### src/rtl/game_ctrl.sv
// Game-flow FSM (cover/ready/game/pause/over) plus keyboard action decoding:
// held-key tracking, last-pressed-wins direction level, and typematic-safe jump pulse.
module game_ctrl #(
  parameter logic [8:0]  KEY_LEFT  = 9'h01C,
  parameter logic [8:0]  KEY_RIGHT = 9'h023,
  parameter logic [8:0]  KEY_JUMP  = 9'h029,
  parameter logic [8:0]  KEY_START = 9'h05A,
  parameter logic [8:0]  KEY_PAUSE = 9'h076,
  parameter int unsigned COUNTDOWN = 3,
  parameter int unsigned OVER_HOLD = 120,
  parameter int unsigned CNT_W     = 8
) (
  input  logic             clk_i,
  input  logic             rst_i,
  input  logic             key_valid_i,
  input  logic [8:0]       key_code_i,
  input  logic             key_make_i,
  input  logic             tick_i,
  input  logic             slime_die_i,
  output logic [2:0]       state_o,
  output logic [1:0]       dir_o,
  output logic             jump_pulse_o,
  output logic             game_rst_o,
  output logic             freeze_o,
  output logic [CNT_W-1:0] count_o
);

  typedef enum logic [2:0] {
    COVER = 3'd0, READY = 3'd1, GAME = 3'd2, PAUSE = 3'd3, OVER = 3'd4
  } state_e;

  state_e           state_q, state_d;
  logic [CNT_W-1:0] cnt_q, cnt_d;
  logic             held_l_q, held_l_d, held_r_q, held_r_d, held_j_q, held_j_d;
  logic             last_r_q, last_r_d;
  logic [1:0]       dir_q, dir_d;
  logic             jump_q, jump_d, grst_q, grst_d, freeze_q, freeze_d;

  logic mk, br, is_l, is_r, is_j, is_s, is_p, track;

  always_comb begin
    mk   = key_valid_i & key_make_i;
    br   = key_valid_i & ~key_make_i;
    is_l = (key_code_i == KEY_LEFT);
    is_r = (key_code_i == KEY_RIGHT);
    is_j = (key_code_i == KEY_JUMP);
    is_s = (key_code_i[7:0] == KEY_START[7:0]);
    is_p = (key_code_i == KEY_PAUSE);
    track = (state_q == READY) || (state_q == GAME) || (state_q == PAUSE);

    state_d  = state_q;
    cnt_d    = cnt_q;
    held_l_d = held_l_q;
    held_r_d = held_r_q;
    held_j_d = held_j_q;
    last_r_d = last_r_q;
    jump_d   = 1'b0;
    grst_d   = 1'b0;

    // last_r remembers which direction key was pressed most recently
    if (track) begin
      if (mk && is_l) begin held_l_d = 1'b1; last_r_d = 1'b0; end
      if (br && is_l) held_l_d = 1'b0;
      if (mk && is_r) begin held_r_d = 1'b1; last_r_d = 1'b1; end
      if (br && is_r) held_r_d = 1'b0;
      if (mk && is_j) held_j_d = 1'b1;
      if (br && is_j) held_j_d = 1'b0;
    end

    case (state_q)
      COVER: if (mk && is_s) begin
        state_d = READY;
        cnt_d   = CNT_W'(COUNTDOWN);
        grst_d  = 1'b1;
      end
      READY: begin
        if (cnt_q == '0) state_d = GAME;
        else if (tick_i) begin
          cnt_d = cnt_q - CNT_W'(1);
          if (cnt_q == CNT_W'(1)) state_d = GAME;
        end
      end
      GAME: begin
        jump_d = mk & is_j & ~held_j_q;
        if (slime_die_i) begin
          state_d = OVER;
          cnt_d   = CNT_W'(OVER_HOLD);
        end else if (mk && is_p) state_d = PAUSE;
      end
      PAUSE: if (mk && (is_p || is_s)) state_d = GAME;
      OVER: begin
        if (cnt_q == '0) state_d = COVER;
        else if (tick_i) begin
          cnt_d = cnt_q - CNT_W'(1);
          if (cnt_q == CNT_W'(1)) state_d = COVER;
        end
      end
      default: begin
        state_d = COVER;
        cnt_d   = '0;
      end
    endcase

    if (state_d == COVER || state_d == OVER) begin
      held_l_d = 1'b0;
      held_r_d = 1'b0;
      held_j_d = 1'b0;
    end

    dir_d = 2'b00;
    if (state_d == GAME) begin
      if (held_l_d && held_r_d) dir_d = last_r_d ? 2'b01 : 2'b10;
      else if (held_l_d)        dir_d = 2'b10;
      else if (held_r_d)        dir_d = 2'b01;
    end
    freeze_d = (state_d != GAME);
  end

  always_ff @(posedge clk_i) begin
    if (!rst_i) begin
      state_q  <= COVER;
      cnt_q    <= '0;
      held_l_q <= 1'b0;
      held_r_q <= 1'b0;
      held_j_q <= 1'b0;
      last_r_q <= 1'b0;
      dir_q    <= 2'b00;
      jump_q   <= 1'b0;
      grst_q   <= 1'b0;
      freeze_q <= 1'b1;
    end else begin
      state_q  <= state_d;
      cnt_q    <= cnt_d;
      held_l_q <= held_l_d;
      held_r_q <= held_r_d;
      held_j_q <= held_j_d;
      last_r_q <= last_r_d;
      dir_q    <= dir_d;
      jump_q   <= jump_d;
      grst_q   <= grst_d;
      freeze_q <= freeze_d;
    end
  end

  assign state_o      = state_q;
  assign dir_o        = dir_q;
  assign jump_pulse_o = jump_q;
  assign game_rst_o   = grst_q;
  assign freeze_o     = freeze_q;
  assign count_o      = cnt_q;

endmodule

### config.mk
export PLATFORM = sky130hd
export DESIGN_NAME = game_ctrl
export DESIGN_NICKNAME = d
export VERILOG_FILES = /design/src/rtl/game_ctrl.sv
export SDC_FILE = /design/constraint.sdc
export NUM_CORES = 1
export LEC_CHECK = 0
export CAP_MARGIN = 5
export CORE_ASPECT_RATIO = 1.4
export CORE_MARGIN = 8
export CORE_UTILIZATION = 32
export CTS_BUF_LIST = sky130_fd_sc_hd__clkbuf_4 sky130_fd_sc_hd__clkbuf_8
export DETAILED_ROUTE_END_ITERATION = 8
export HOLD_SLACK_MARGIN = 0.05
export PLACE_DENSITY_LB_ADDON = 0.3
export SYNTH_ARGS = -nofsm -noshare
export SYNTH_HDL_FRONTEND = slang
export SYNTH_SLANG_ARGS = --single-unit
### constraint.sdc
create_clock -name clk_i -period 2.12 [get_ports clk_i]
set_input_delay 0.53 -clock clk_i [delete_from_list [all_inputs] [get_ports clk_i]]
set_output_delay 0.53 -clock clk_i [all_outputs]
set_load 0.01 [all_outputs]
Word-level counts from Yosys, hierarchy flattened
Cells that the tools add are included.
{"block": "totals", "reg_bits": 20, "inputBits": 15}
{"block": "classes", "add_sub_neg": 1, "n_eq_ne": 17, "muxes": 34, "bitwise": 8, "reduce_logical": 25}
{"cell": "8-bit 2-to-1 mux", "count": 4}
{"cell": "8-bit case mux with 4 select lines", "count": 1}
{"cell": "3-bit 2-to-1 mux", "count": 10}
{"cell": "9-bit by 6-bit equality test with 1-bit output, second input constant", "count": 2}
{"cell": "1-bit 2-to-1 mux", "count": 15}
{"cell": "3-bit case mux with 5 select lines", "count": 1}
{"cell": "1-bit logical AND", "count": 10}
{"cell": "3-bit by 2-bit equality test with 1-bit output, second input constant", "count": 3}
{"cell": "9-bit by 5-bit equality test with 1-bit output, second input constant", "count": 1}
{"cell": "9-bit by 7-bit equality test with 1-bit output, second input constant", "count": 1}
{"cell": "8-bit by 1-bit equality test with 1-bit output, second input constant", "count": 1}
{"cell": "8-bit by 7-bit equality test with 1-bit output, second input constant", "count": 1}
{"cell": "8-bit logical NOT", "count": 1}
{"cell": "2-bit AND reduction", "count": 4}
{"cell": "8-bit by 1-bit subtractor with 8-bit output, second input constant", "count": 1}
{"cell": "3-bit equality test, second input constant", "count": 2}
{"cell": "3-bit logical NOT", "count": 2}
{"cell": "2-bit 2-to-1 mux", "count": 3}
{"cell": "2-bit != test, second input constant", "count": 3}
{"cell": "5-bit AND reduction", "count": 1}
{"cell": "1-bit AND", "count": 4}
{"cell": "1-bit logical OR", "count": 4}
{"cell": "1-bit inverter", "count": 4}
{"cell": "2-bit OR reduction", "count": 2}
{"cell": "other kinds (4)", "count": 4}

Logic depth before layout (Yosys ltp)
{"block": "logic_depth", "depth_word": 11, "mapped_depth": 7, "depth_no_buf": 7}

Worst setup path before layout
Ideal clock, no wire load.
{"block": "synth_timing", "path_type": "input -> register", "start": "in key_code_i[7]", "end": "reg dir_q[1], in the netlist dir_o[1]", "arrival_ns": 1.708, "required_ns": 2.032, "setup_slack_ns": 0.324, "path_stages": 5, "path_buffers": 0, "cell_sequence": "nor4b_2 > nand3_1 > or3_1 > a21o_1 > a311oi_2"}
{"block": "synth_via", "elab_chain_cells": 10}
{"element": "start, declared", "line_no": "16", "rtl": "input logic [8:0] key_code_i,"}
{"element": "9-bit by 7-bit equality test with 1-bit output / 8-bit by 7-bit equality test with 1-bit output (equally long branches)", "line_no": "48, 47"}
{"element": "1-bit logical AND / 1-bit logical OR (equally long branches)", "line_no": "88, 90"}
{"element": "3-bit 2-to-1 mux / 1-bit logical AND (equally long branches)", "line_no": "88, 90"}
{"element": "3-bit 2-to-1 mux (on tied branches)", "line_no": "85, 90"}
{"element": "3-bit case mux with 5 select lines", "line_no": "70", "rtl": "case (state_q)"}
{"element": "3-bit equality test / 3-bit logical NOT (equally long branches)", "line_no": "104", "rtl": "if (state_d == COVER || state_d == OVER) begin"}
{"element": "1-bit logical OR", "line_no": "104"}
{"element": "1-bit 2-to-1 mux", "line_no": "104"}
{"element": "2-bit 2-to-1 mux / 1-bit logical AND (equally long branches)", "line_no": "113, 112"}
{"element": "2-bit 2-to-1 mux", "line_no": "112", "rtl": "if (held_l_d && held_r_d) dir_d = last_r_d ? 2'b01 : 2'b10;"}
{"element": "end signal, assigned", "line_no": "138", "rtl": "dir_q <= dir_d;"}
{"element": "end, declared", "line_no": "36", "rtl": "logic [1:0] dir_q, dir_d;"}
Several ways; a longest one is shown, not always the timed one.
A chain may end at the register's enable or synchronous reset.

Worst setup path after layout
Ends and elaborated chain as after synthesis.

==> results_dict.tcl <==
set metrics [dict create \
    outcome "finished, final reports clean" \
    clkTransAtPathRegs_ns 0.08 \
    path_depth 6 \
    p_leak_nw 0.7531 \
    hold_class "register to register" \
    crit_family "simple AND/OR/NAND/NOR gates" \
    post-route-cell-area_um2 1795 \
    max_cap_viol_count 0 \
    final.setup.worst_slack_ns 0.05478 \
    tightest_slew_ns 0.4600 \
    post-route-period-util_pct 97.42 \
    tns_ns 0 \
    hold_end "count_o[3]" \
    cp_num_buf_inv 1 \
    routedWlPerCell_um 14.70 \
    avgSynthCellArea_um2 8.530 \
    final_nets 210 \
    cts_tree "done" \
    setup-violations-final 0 \
    r2r-start "count_o[0]" \
    wirelength_um 3440 \
    final_core_util_pct 46.62 \
    rsz0062_at_grt "no" \
    place_hpwl_um 2803 \
    core.rowCount 27 \
    slowest_delay_ns 0.48 \
    grt_pass1_vias 1358 \
    cts_sinks 20 \
    clock-root-buffer "clkbuf_8" \
    grt_first_pass_wirelength_um 5954 \
    core_area_um2 3851 \
    cts_setup_buffers 0 \
    yosysTopAreaCellShare_pct 31.71 \
    cts_max_path_buffers 2 \
    worstRegToRegCells 7 \
    syn_inst 148 \
    ctsHoldBuffers 0 \
    criticalPathCategory "input pin to register" \
    yosysSeqAreaShare_pct 31.71 \
    crit_fanout 3 \
    ys_ff_latch 20 \
    antenna_found_initial 0 \
    vias 1307 \
    grt_max_degree 14 \
    drc 0 \
    ys_types 50 \
    overflow 0 \
    path_cells "clkdlybuf4s50_1 > nor4b_4 > nand3_2 > or3_4 > a21o_1 > a311oi_2" \
    hold_path_depth 2 \
    die_h_um 90.32 \
    synth_nets 166 \
    first_pass_iters 4 \
    drive_gt1_share_pct 17.80 \
    grtUsageTotal_pct 10.94 \
    layout_common_cells "clkdlybuf4s50_1, dfxtp_1, nor2_1" \
    fin_crit_ns 2.065 \
    synth.cell_area_um2 1262 \
    fill_cells 389 \
    clock_latency_ns 0.26 \
    r2r_setup_slack_ns 0.28 \
    r2r-end "held_l_q" \
    slew_headroom_pct 69.10 \
    clock.fmax_mhz 484.2 \
    ir_worst_vdd_mv 0.4226 \
    stdcell_count 234 \
    slowest_stage "clkdlybuf4s50_1" \
    synthTopCellsByArea "dfxtp_1, nor2_1, ha_1, nand2b_1, a21oi_1" \
    hold_viol 0 \
    syn_to_final_growth_pct 42.22 \
    port_buffers 30 \
    io_pins 31 \
    cp-start-kind "input pin" \
    start_util_pct 32.78 \
    dpl.cell_count 230 \
    synth_flop_cell "dfxtp_1" \
    dieArea_um2 6240 \
    crit_arrival_ns 2.24 \
    final_common_cell "clkdlybuf4s50_1" \
    viasPerCell 5.585 \
    synthArstFlopShare_pct 0 \
    diodes 0 \
    place_ws_ns -0.2932 \
    drtAntennaViolNets 0 \
    hp-start "count_o[3]" \
    drv_slew 0 \
    ys_warn_count 0 \
    gp_congestion 0.8644 \
    die_w_um 69.09 \
    placed_area_um2 1694 \
    synth_edf_count 0 \
    skew_ns 0.001434 \
    cts_buffers 3 \
    cp.required_ns 2.30 \
    powerDensity_nw_per_um2 465.2 \
    htree_levels 1 \
    synth_area_leader_cell "dfxtp_1" \
    end_kind "register" \
    dr.first_iter.drc_count 85 \
]
-- kinds of logic after synthesis --
| group | share of synthesized area (%) |
|---|---|
| AO/OA/AOI/OAI | 26.56 |
| adder cells (fa/ha/maj) | 2.974 |
| buffers and inverters | 4.558 |
| flip-flops | 31.71 |
| AND/OR/NAND/NOR | 34.19 |
-- cells in the mapped netlist (2+ instances only) --
cell type	n
nand4_1	3
nand3b_1	3
nor2_1	16
or4_1	2
nand2_1	5
o211ai_2	2
ha_1	3
or3_1	3
nor3_1	4
buf_4	2
and3_1	3
inv_1	7
and3b_1	3
a21boi_1	3
a31oi_1	2
a21o_1	4
dfxtp_1	20
o211ai_1	3
nand2b_1	6
nand3_1	4
o31ai_1	3
and2b_1	2
o21ai_0	4
nor4_1	3
o21ai_1	4
a21oi_1	7
o21bai_1	4
-- worst reg2reg max path, stage by stage, from the launching register on --
cell      delay, ns
dfxtp_1        0.43
inv_1          0.11
ha_1           0.23
a21o_1         0.17
a311oi_1       0.27
and3b_1        0.26
nand3b_1       0.14
and3_1         0.17
-- sequential cells by signal, summed over array words and instances, names as in the netlist --
name / cells
state_o: 3
freeze_o: 1
jump_pulse_o: 1
held_j_q: 1
count_o: 8
game_rst_o: 1
held_r_q: 1
held_l_q: 1
dir_o: 2
last_r_q: 1
-- what timing repair did --
item                                    CTS  global route
pin swaps                                 0             2
endpoints found under the setup margin    1             4
gates resized for setup                   2             7
gates cloned                              0             0
-- metal layers --
metal  part of all wire [%]  vias up  GRT usage (%)
li1                       -      644              -
met1                     43      619          11.63
met2                     51       35          19.58
met3                    4.7        9          3.080
met4                    1.8        0          4.288
met5                      0        -              0
-- power breakdown --
part / leakage, nW / internal, mW / switching [mW] / total (mW)
Sequential: 0.161 / 0.375 / 0.000203 / 0.376
Combinational: 0.556 / 0.0429 / 0.0338 / 0.0767
Clock: 0.0357 / 0.252 / 0.131 / 0.383
Total: 0.753 / 0.670 / 0.165 / 0.835
-- area by class of cell --
type,instances,area [µm²],area share (%)
Sequential cell,20,400.4,22.30
Clock buffer,3,41.29,2.300
Inverter,8,30.03,1.672
Clock inverter,1,30.03,1.672
Multi-Input combinational cell,115,825.8,45.99
Timing Repair Buffer,44,414.1,23.07
Tap cell,43,53.80,2.997
-- worst max-delay path by stage --
stage / startpoint / end / slack [ns]
finish: key_code_i[7] / dir_o[1] / 0.05
global route: key_code_i[7] / dir_o[1] / 0.003
CTS: key_code_i[7] / dir_o[1] / 0.01
detailed placement: key_code_i[5] / dir_o[1] / -0.29
global placement: key_code_i[5] / dir_o[1] / -0.24
floorplan: key_code_i[7] / dir_o[1] / 0.32
-- stage by stage --
step           hold WS, ns  power (mW)
2_1_floorplan       0.4735      0.4072
3_3_place_gp        0.4952      0.4574
6_report            0.5167      0.8352
4_1_cts             0.5247      0.8422
3_5_place_dp        0.5128      0.4585
5_1_grt             0.5538      0.8654
Power figures use the tool's default switching activity.
